### src/rtl/game_pkg.sv
// Shared game constants: sequencer state encoding, mover direction codes, ON/OFF.
// Also holds the registered strobe bundle type and the state-to-strobe decode.
package game_pkg;

    localparam logic [2:0] RST   = 3'd0;
    localparam logic [2:0] INIT  = 3'd1;
    localparam logic [2:0] IDLE  = 3'd2;
    localparam logic [2:0] ERASE = 3'd3;
    localparam logic [2:0] GEN   = 3'd4;
    localparam logic [2:0] CHECK = 3'd5;
    localparam logic [2:0] APPLY = 3'd6;
    localparam logic [2:0] DRAW  = 3'd7;

    localparam logic [2:0] NO_ACTION = 3'd0;
    localparam logic [2:0] ATTACK    = 3'd1;
    localparam logic [2:0] UP        = 3'd2;
    localparam logic [2:0] DOWN      = 3'd3;
    localparam logic [2:0] LEFT      = 3'd4;
    localparam logic [2:0] RIGHT     = 3'd5;

    localparam logic ON  = 1'b1;
    localparam logic OFF = 1'b0;

    typedef struct packed {
        logic init;
        logic idle;
        logic bg_draw;
        logic gen_move;
        logic apply_move;
        logic draw;
    } strobe_t;

    function automatic strobe_t state_strobes(input logic [2:0] st);
        strobe_t s;
        s = '0;
        case (st)
            INIT:    s.init       = ON;
            IDLE:    s.idle       = ON;
            ERASE:   s.bg_draw    = ON;
            GEN:     s.gen_move   = ON;
            APPLY:   s.apply_move = ON;
            DRAW:    s.draw       = ON;
            default: s            = '0;
        endcase
        return s;
    endfunction

endpackage

### src/rtl/frame_timer.sv
// Free-running frame counter 0..FRAME_CYCLES-1; frame_tick_o marks the last count.
// No backpressure: the tick is a plain decode of the counter register.
module frame_timer #(
    parameter int FRAME_CYCLES = 833333
) (
    input  logic clock,
    input  logic reset,
    output logic frame_tick_o
);

    localparam int CW = (FRAME_CYCLES > 1) ? $clog2(FRAME_CYCLES) : 1;
    localparam logic [CW-1:0] LAST = CW'(FRAME_CYCLES - 1);

    logic [CW-1:0] cnt_q;
    logic [CW-1:0] cnt_d;

    always_comb begin
        cnt_d = (cnt_q == LAST) ? '0 : cnt_q + CW'(1);
    end

    always_ff @(posedge clock) begin
        if (reset) begin
            cnt_q <= '0;
        end else begin
            cnt_q <= cnt_d;
        end
    end

    assign frame_tick_o = (cnt_q == LAST);

endmodule

### src/rtl/enemy_control.sv
// Per-frame sequencer: erase the play area, then GEN/CHECK/APPLY/DRAW each enemy in turn.
// Strobes and enemy_sel are registered one cycle behind the state; done pulses or a watchdog advance it.
module enemy_control
    import game_pkg::*;
#(
    parameter int NUM_ENEMIES  = 4,
    parameter int FRAME_CYCLES = 833333,
    parameter int COLL_WAIT    = 2,
    parameter int DRAW_TIMEOUT = 1023
) (
    input  logic       clock,
    input  logic       reset,
    input  logic       start,
    input  logic       bg_done,
    input  logic       draw_done,
    output logic [2:0] enemy_sel,
    output logic       init,
    output logic       idle,
    output logic       gen_move,
    output logic       apply_move,
    output logic       draw,
    output logic       bg_draw,
    output logic       frame_tick,
    output logic       overrun,
    output logic       timeout_err
);

    localparam int CWW = $clog2(COLL_WAIT + 1);
    localparam int WDW = $clog2(DRAW_TIMEOUT + 1);
    localparam logic [CWW-1:0] COLL_LAST = CWW'(COLL_WAIT - 1);
    localparam logic [WDW-1:0] WD_LAST   = WDW'(DRAW_TIMEOUT - 1);
    localparam logic [2:0]     SEL_LAST  = 3'(NUM_ENEMIES - 1);

    logic [2:0]     state_q, state_d;
    logic [2:0]     sel_q, sel_d;
    logic [CWW-1:0] wait_q, wait_d;
    logic [WDW-1:0] wd_q, wd_d;
    logic           overrun_q, overrun_d;
    logic           tmo_q, tmo_d;
    logic [2:0]     sel_out_q;
    strobe_t        strb_q;
    logic           wd_hit;

    frame_timer #(
        .FRAME_CYCLES(FRAME_CYCLES)
    ) u_frame_timer (
        .clock       (clock),
        .reset       (reset),
        .frame_tick_o(frame_tick)
    );

    assign wd_hit = (wd_q == WD_LAST);

    always_comb begin
        state_d   = state_q;
        sel_d     = sel_q;
        wait_d    = wait_q;
        wd_d      = wd_q;
        overrun_d = overrun_q;
        tmo_d     = tmo_q;

        // A tick outside the quiet states is dropped, not queued.
        if (frame_tick && !(state_q inside {RST, INIT, IDLE})) begin
            overrun_d = ON;
        end

        case (state_q)
            RST: begin
                if (start) state_d = INIT;
            end
            INIT: begin
                state_d = IDLE;
            end
            IDLE: begin
                if (!start) begin
                    state_d = RST;
                end else if (frame_tick) begin
                    state_d = ERASE;
                    wd_d    = '0;
                end
            end
            ERASE: begin
                wd_d = wd_q + WDW'(1);
                if (bg_done || wd_hit) begin
                    if (!bg_done) tmo_d = ON;
                    state_d = GEN;
                    sel_d   = '0;
                end
            end
            GEN: begin
                state_d = CHECK;
                wait_d  = '0;
            end
            CHECK: begin
                if (wait_q == COLL_LAST) begin
                    state_d = APPLY;
                end else begin
                    wait_d = wait_q + CWW'(1);
                end
            end
            APPLY: begin
                state_d = DRAW;
                wd_d    = '0;
            end
            DRAW: begin
                wd_d = wd_q + WDW'(1);
                if (wd_hit) tmo_d = ON;
                if (draw_done || wd_hit) begin
                    if (sel_q < SEL_LAST) begin
                        sel_d   = sel_q + 3'd1;
                        state_d = GEN;
                    end else begin
                        sel_d   = '0;
                        state_d = IDLE;
                    end
                end
            end
            default: begin
                state_d = RST;
            end
        endcase
    end

    always_ff @(posedge clock) begin
        if (reset) begin
            state_q   <= RST;
            sel_q     <= '0;
            wait_q    <= '0;
            wd_q      <= '0;
            overrun_q <= OFF;
            tmo_q     <= OFF;
            sel_out_q <= '0;
            strb_q    <= '0;
        end else begin
            state_q   <= state_d;
            sel_q     <= sel_d;
            wait_q    <= wait_d;
            wd_q      <= wd_d;
            overrun_q <= overrun_d;
            tmo_q     <= tmo_d;
            sel_out_q <= sel_q;
            strb_q    <= state_strobes(state_q);
        end
    end

    assign enemy_sel   = sel_out_q;
    assign init        = strb_q.init;
    assign idle        = strb_q.idle;
    assign bg_draw     = strb_q.bg_draw;
    assign gen_move    = strb_q.gen_move;
    assign apply_move  = strb_q.apply_move;
    assign draw        = strb_q.draw;
    assign overrun     = overrun_q;
    assign timeout_err = tmo_q;

endmodule

### config.mk
export PLATFORM = sky130hd
export DESIGN_NAME = enemy_control
export DESIGN_NICKNAME = d
export VERILOG_FILES = /design/src/rtl/game_pkg.sv /design/src/rtl/frame_timer.sv /design/src/rtl/enemy_control.sv
export SDC_FILE = /design/constraint.sdc
export NUM_CORES = 1
export LEC_CHECK = 0
export CORE_AREA = 2 2 67 69
export CTS_CLUSTER_SIZE = 30
export DETAILED_ROUTE_END_ITERATION = 7
export DIE_AREA = 0 0 69 71
export PLACE_DENSITY = 0.75
export SYNTH_ARGS = -nofsm -noshare
export SYNTH_HDL_FRONTEND = slang
export SYNTH_HIERARCHICAL = 1
export SYNTH_SLANG_ARGS = --single-unit
### constraint.sdc
create_clock -name clock -period 2.6 [get_ports clock]
set_clock_uncertainty 0.15 [all_clocks]
set_input_delay 0.65 -clock clock [delete_from_list [all_inputs] [get_ports clock]]
set_output_delay 0.65 -clock clock [all_outputs]
set_load 0.01 [all_outputs]
==> summary.txt <==
STA
  – Max Fclk: 402 MHz
  – Final Hold Fails: 0
  – Minimum clock period: 2.49 ns
  – Actual slew at the worst max-slew pin: 0.758 ns
  – Setup violators final: 0
  – Final period util: 95.7%
  – RSZ-0062 raised after global routing: no
  – Final hold slack: 0.306 ns
  – Worst rel slew slack: 49.4%
  – TNS Setup: 0 ns
  – Pins over their slew limit: 0

Route
  – Iter 0 DRT Violations: 120
  – Routed Antenna Nets: 0
  – Vias per inst: 5.63
  – DR WL/cell: 13.4 um
  – Residual DRC: 0
  – Vias: 1882
  – Post-Route WL: 4.48 mm
  – First-pass DRT Iterations: 4

Floorplan
  – Num ports: 17
  – Die width: 69 um
  – Initial Utilization: 54.0%
  – Die area: 4900 um2
  – Cell row count: 24
  – Core area: 4200 um2
  – Die Ht: 71 um

Min path
  – Worst Hold Depth: 2
  – Worst hold start: overrun$_SDFFE_PP0P_
  – Hold EP: overrun$_SDFFE_PP0P_
  – Hold WC Path Type: flop to flop

Yosys
  – Main synth FF type: dfxtp_1
  – Synth unique cells: 46
  – Mapped Cells: 251
  – Synth area leaders: dfxtp_1, nor2_1, xnor2_1, a21oi_1, ha_1
  – Synth top area share: 43.2%
  – Mapped Nets: 262
  – EDFF count, synth: 0
  – Ys Warns: 6
  – Async SR Flop Fraction: 0%
  – Yosys top cell by area: dfxtp_1
  – Post-synthesis sequential area ratio: 43.2%
  – Synth Cell Area: 2270 um2
  – Mean Syn Cell Area: 9.05 um2
  – #FFs+latches synth: 49

Placement
  – Placed Instance Area: 2580 um2
  – Final HPWL DP: 3.22 mm
  – I/O Buffers: 16
  – Gpl congestion: 0.807

Setup path
  – CP Max Fanout: 2
  – Crit start category: flop
  – Worst R2R Setup Slack: 0.20 ns
  – WS Path Type: flop to output port
  – R2R depth: 8
  – Worst r2r dst: wd_q[8]$_SDFFE_PP0P_
  – CP Data Required Time: 1.80 ns
  – Type of destination of the critical path: output port
  – RR Startpoint: u_frame_timer/cnt_q[10]$_SDFF_PP0_
  – Crit path arrival time: 1.69 ns

Global route
  – First-pass GRT wire length: 7.90 mm
  – GRT overflow: 0
  – Initial antenna violation count: 0
  – Number of global-route vias before repair: 1809
  – Pin count of the biggest net entering global routing: 24
  – Tot GR Track Use: 19.7%

Clock tree
  – Clk Latency, worst-skew pair: 0.30 ns
  – Total CTS buffers: 5
  – Max Buffers Root-to-Sink: 2
  – Root buf cell: clkbuf_8
  – Clock slew at reported path FFs: 0.09 ns
  – H-tree depth: 2
  – CTS hold repair buffers: 0
  – CTS tree: yes
  – Clk sink count: 49

Cells and area
  – Fin util: 64.0%
  – Final Instance Area: 2690 um2
  – Ant. Diodes: 0
  – Final nets: 292
  – Layout area overhead: 18.5%
  – Layout cell share with drive strength beyond 1: 14.5%

Pwr
  – VDD IR-drop max: 0.269 mV
  – Leakage: 0.957 nW
  – Tot Pwr: 1.30 mW
  – Power density over the cells: 485 nW/um2

Status
  – Status: finished clean

Flow run
  – Max-cap violations: 0
## Yosys cell counts, types with 3 or more instances
library cell	count
dfxtp_1	49
nor2_1	33
a21oi_1	15
xnor2_1	12
nor3_1	11
inv_1	10
nand3_1	10
nand2_1	9
or3_1	8
nand4_1	7
o21ai_0	7
clkbuf_1	6
ha_1	6
nand2b_1	6
nor4_1	6
xor2_1	5
and2_1	4
nor2b_1	4
nor4b_1	4
a311oi_1	3
a31oi_1	3
mux2_4	3
## cell families (layout without fill, tap and decap cells)
| group | Yosys count | in the layout | share of synthesized area, % |
|---|---|---|---|
| simple gates | 118 | 118 | 29.9 |
| flops | 49 | 49 | 43.2 |
| compound gates | 38 | 38 | 11.1 |
| buf+inv | 18 | 49 | 3.14 |
| xor+xnor | 17 | 17 | 6.56 |
| fa+ha+maj | 6 | 6 | 3.31 |
| mux | 5 | 5 | 2.86 |
## layout make-up
| class | count | area (um2) |
|---|---|---|
| fill | 377 | 1510 |
| multi-input combinational | 184 | 1260 |
| sequential | 49 | 981 |
| timing repair buffer | 30 | 260 |
| clock buffer | 6 | 72.6 |
| tap | 52 | 65.1 |
| inverter | 11 | 41.3 |
| clock inverter | 2 | 10.0 |
## placed cells by master (no fill, tap or decap), types with 6 or more instances in the layout
cell	instances
nand3_1	10
inv_1	10
nand4_1	7
or3_1	8
nand2_1	9
dfxtp_1	49
a21oi_1	15
clkdlybuf4s50_1	15
o21ai_0	7
xnor2_1	12
buf_4	14
nor3_1	11
nand2b_1	6
nor2_1	33
ha_1	6
## flip-flops by register name (all words and copies together), names as in the netlist
name	flops
wait_q	2
enemy_sel	3
timeout_err	1
bg_draw	1
u_frame_timer/cnt_q	20
wd_q	10
idle	1
sel_q	3
init	1
state_q	3
draw	1
apply_move	1
overrun	1
gen_move	1
## how the worst max path moves through the flow
stage,slack (ns),start,cells past startpoint,endpoint
after global placement,0.08,u_frame_timer/cnt_q[18]$_SDFF_PP0_,4,frame_tick
after floorplan,0.21,u_frame_timer/cnt_q[9]$_SDFF_PP0_,7,wd_q[4]$_SDFFE_PP0P_
after CTS,0.009,u_frame_timer/cnt_q[18]$_SDFF_PP0_,4,frame_tick
after detailed placement,-0.03,u_frame_timer/cnt_q[18]$_SDFF_PP0_,4,frame_tick
after global routing,0.02,u_frame_timer/cnt_q[10]$_SDFF_PP0_,4,frame_tick
final,0.11,u_frame_timer/cnt_q[10]$_SDFF_PP0_,4,frame_tick
## where the power goes
| group | internal, mW | switching (mW) | leakage, nW |
|---|---|---|---|
| combinational | 0.0389 | 0.0475 | 0.517 |
| clock | 0.187 | 0.254 | 0.0450 |
| sequential | 0.761 | 0.0162 | 0.396 |
| total | 0.987 | 0.317 | 0.957 |
## per-stage QoR
step / std cells / setup slack (ns)
after floorplan: 251 / 0.211
after global placement: 326 / 0.0812
after detailed placement: 326 / -0.0343
after CTS: 334 / 0.00851
after global routing: 334 / 0.0247
final: 334 / 0.112
## what timing repair did
| item | 4_1_cts | 5_1_grt |
|---|---|---|
| resized for setup | 4 | 4 |
| setup endpoints to repair | 1 | 5 |
| setup buffers | 0 | 0 |
| pin swaps | 0 | 2 |
## worst max-delay path, stage by stage (launching register included)
cell	delay [ns]
dfxtp_1	0.36
nand4_1	0.15
or3b_4	0.46
nor4_4	0.25
clkbuf_2	0.18
## routing by layer
layer  vias up  track usage [%]  share of wire [%]
met5         -                0                  0
met4         0             9.59                2.7
met3        11             3.99                2.4
met2        27             34.8                 50
met1       884             22.8                 45
li1        960                -                  -
Power figures use the tool's default switching activity.
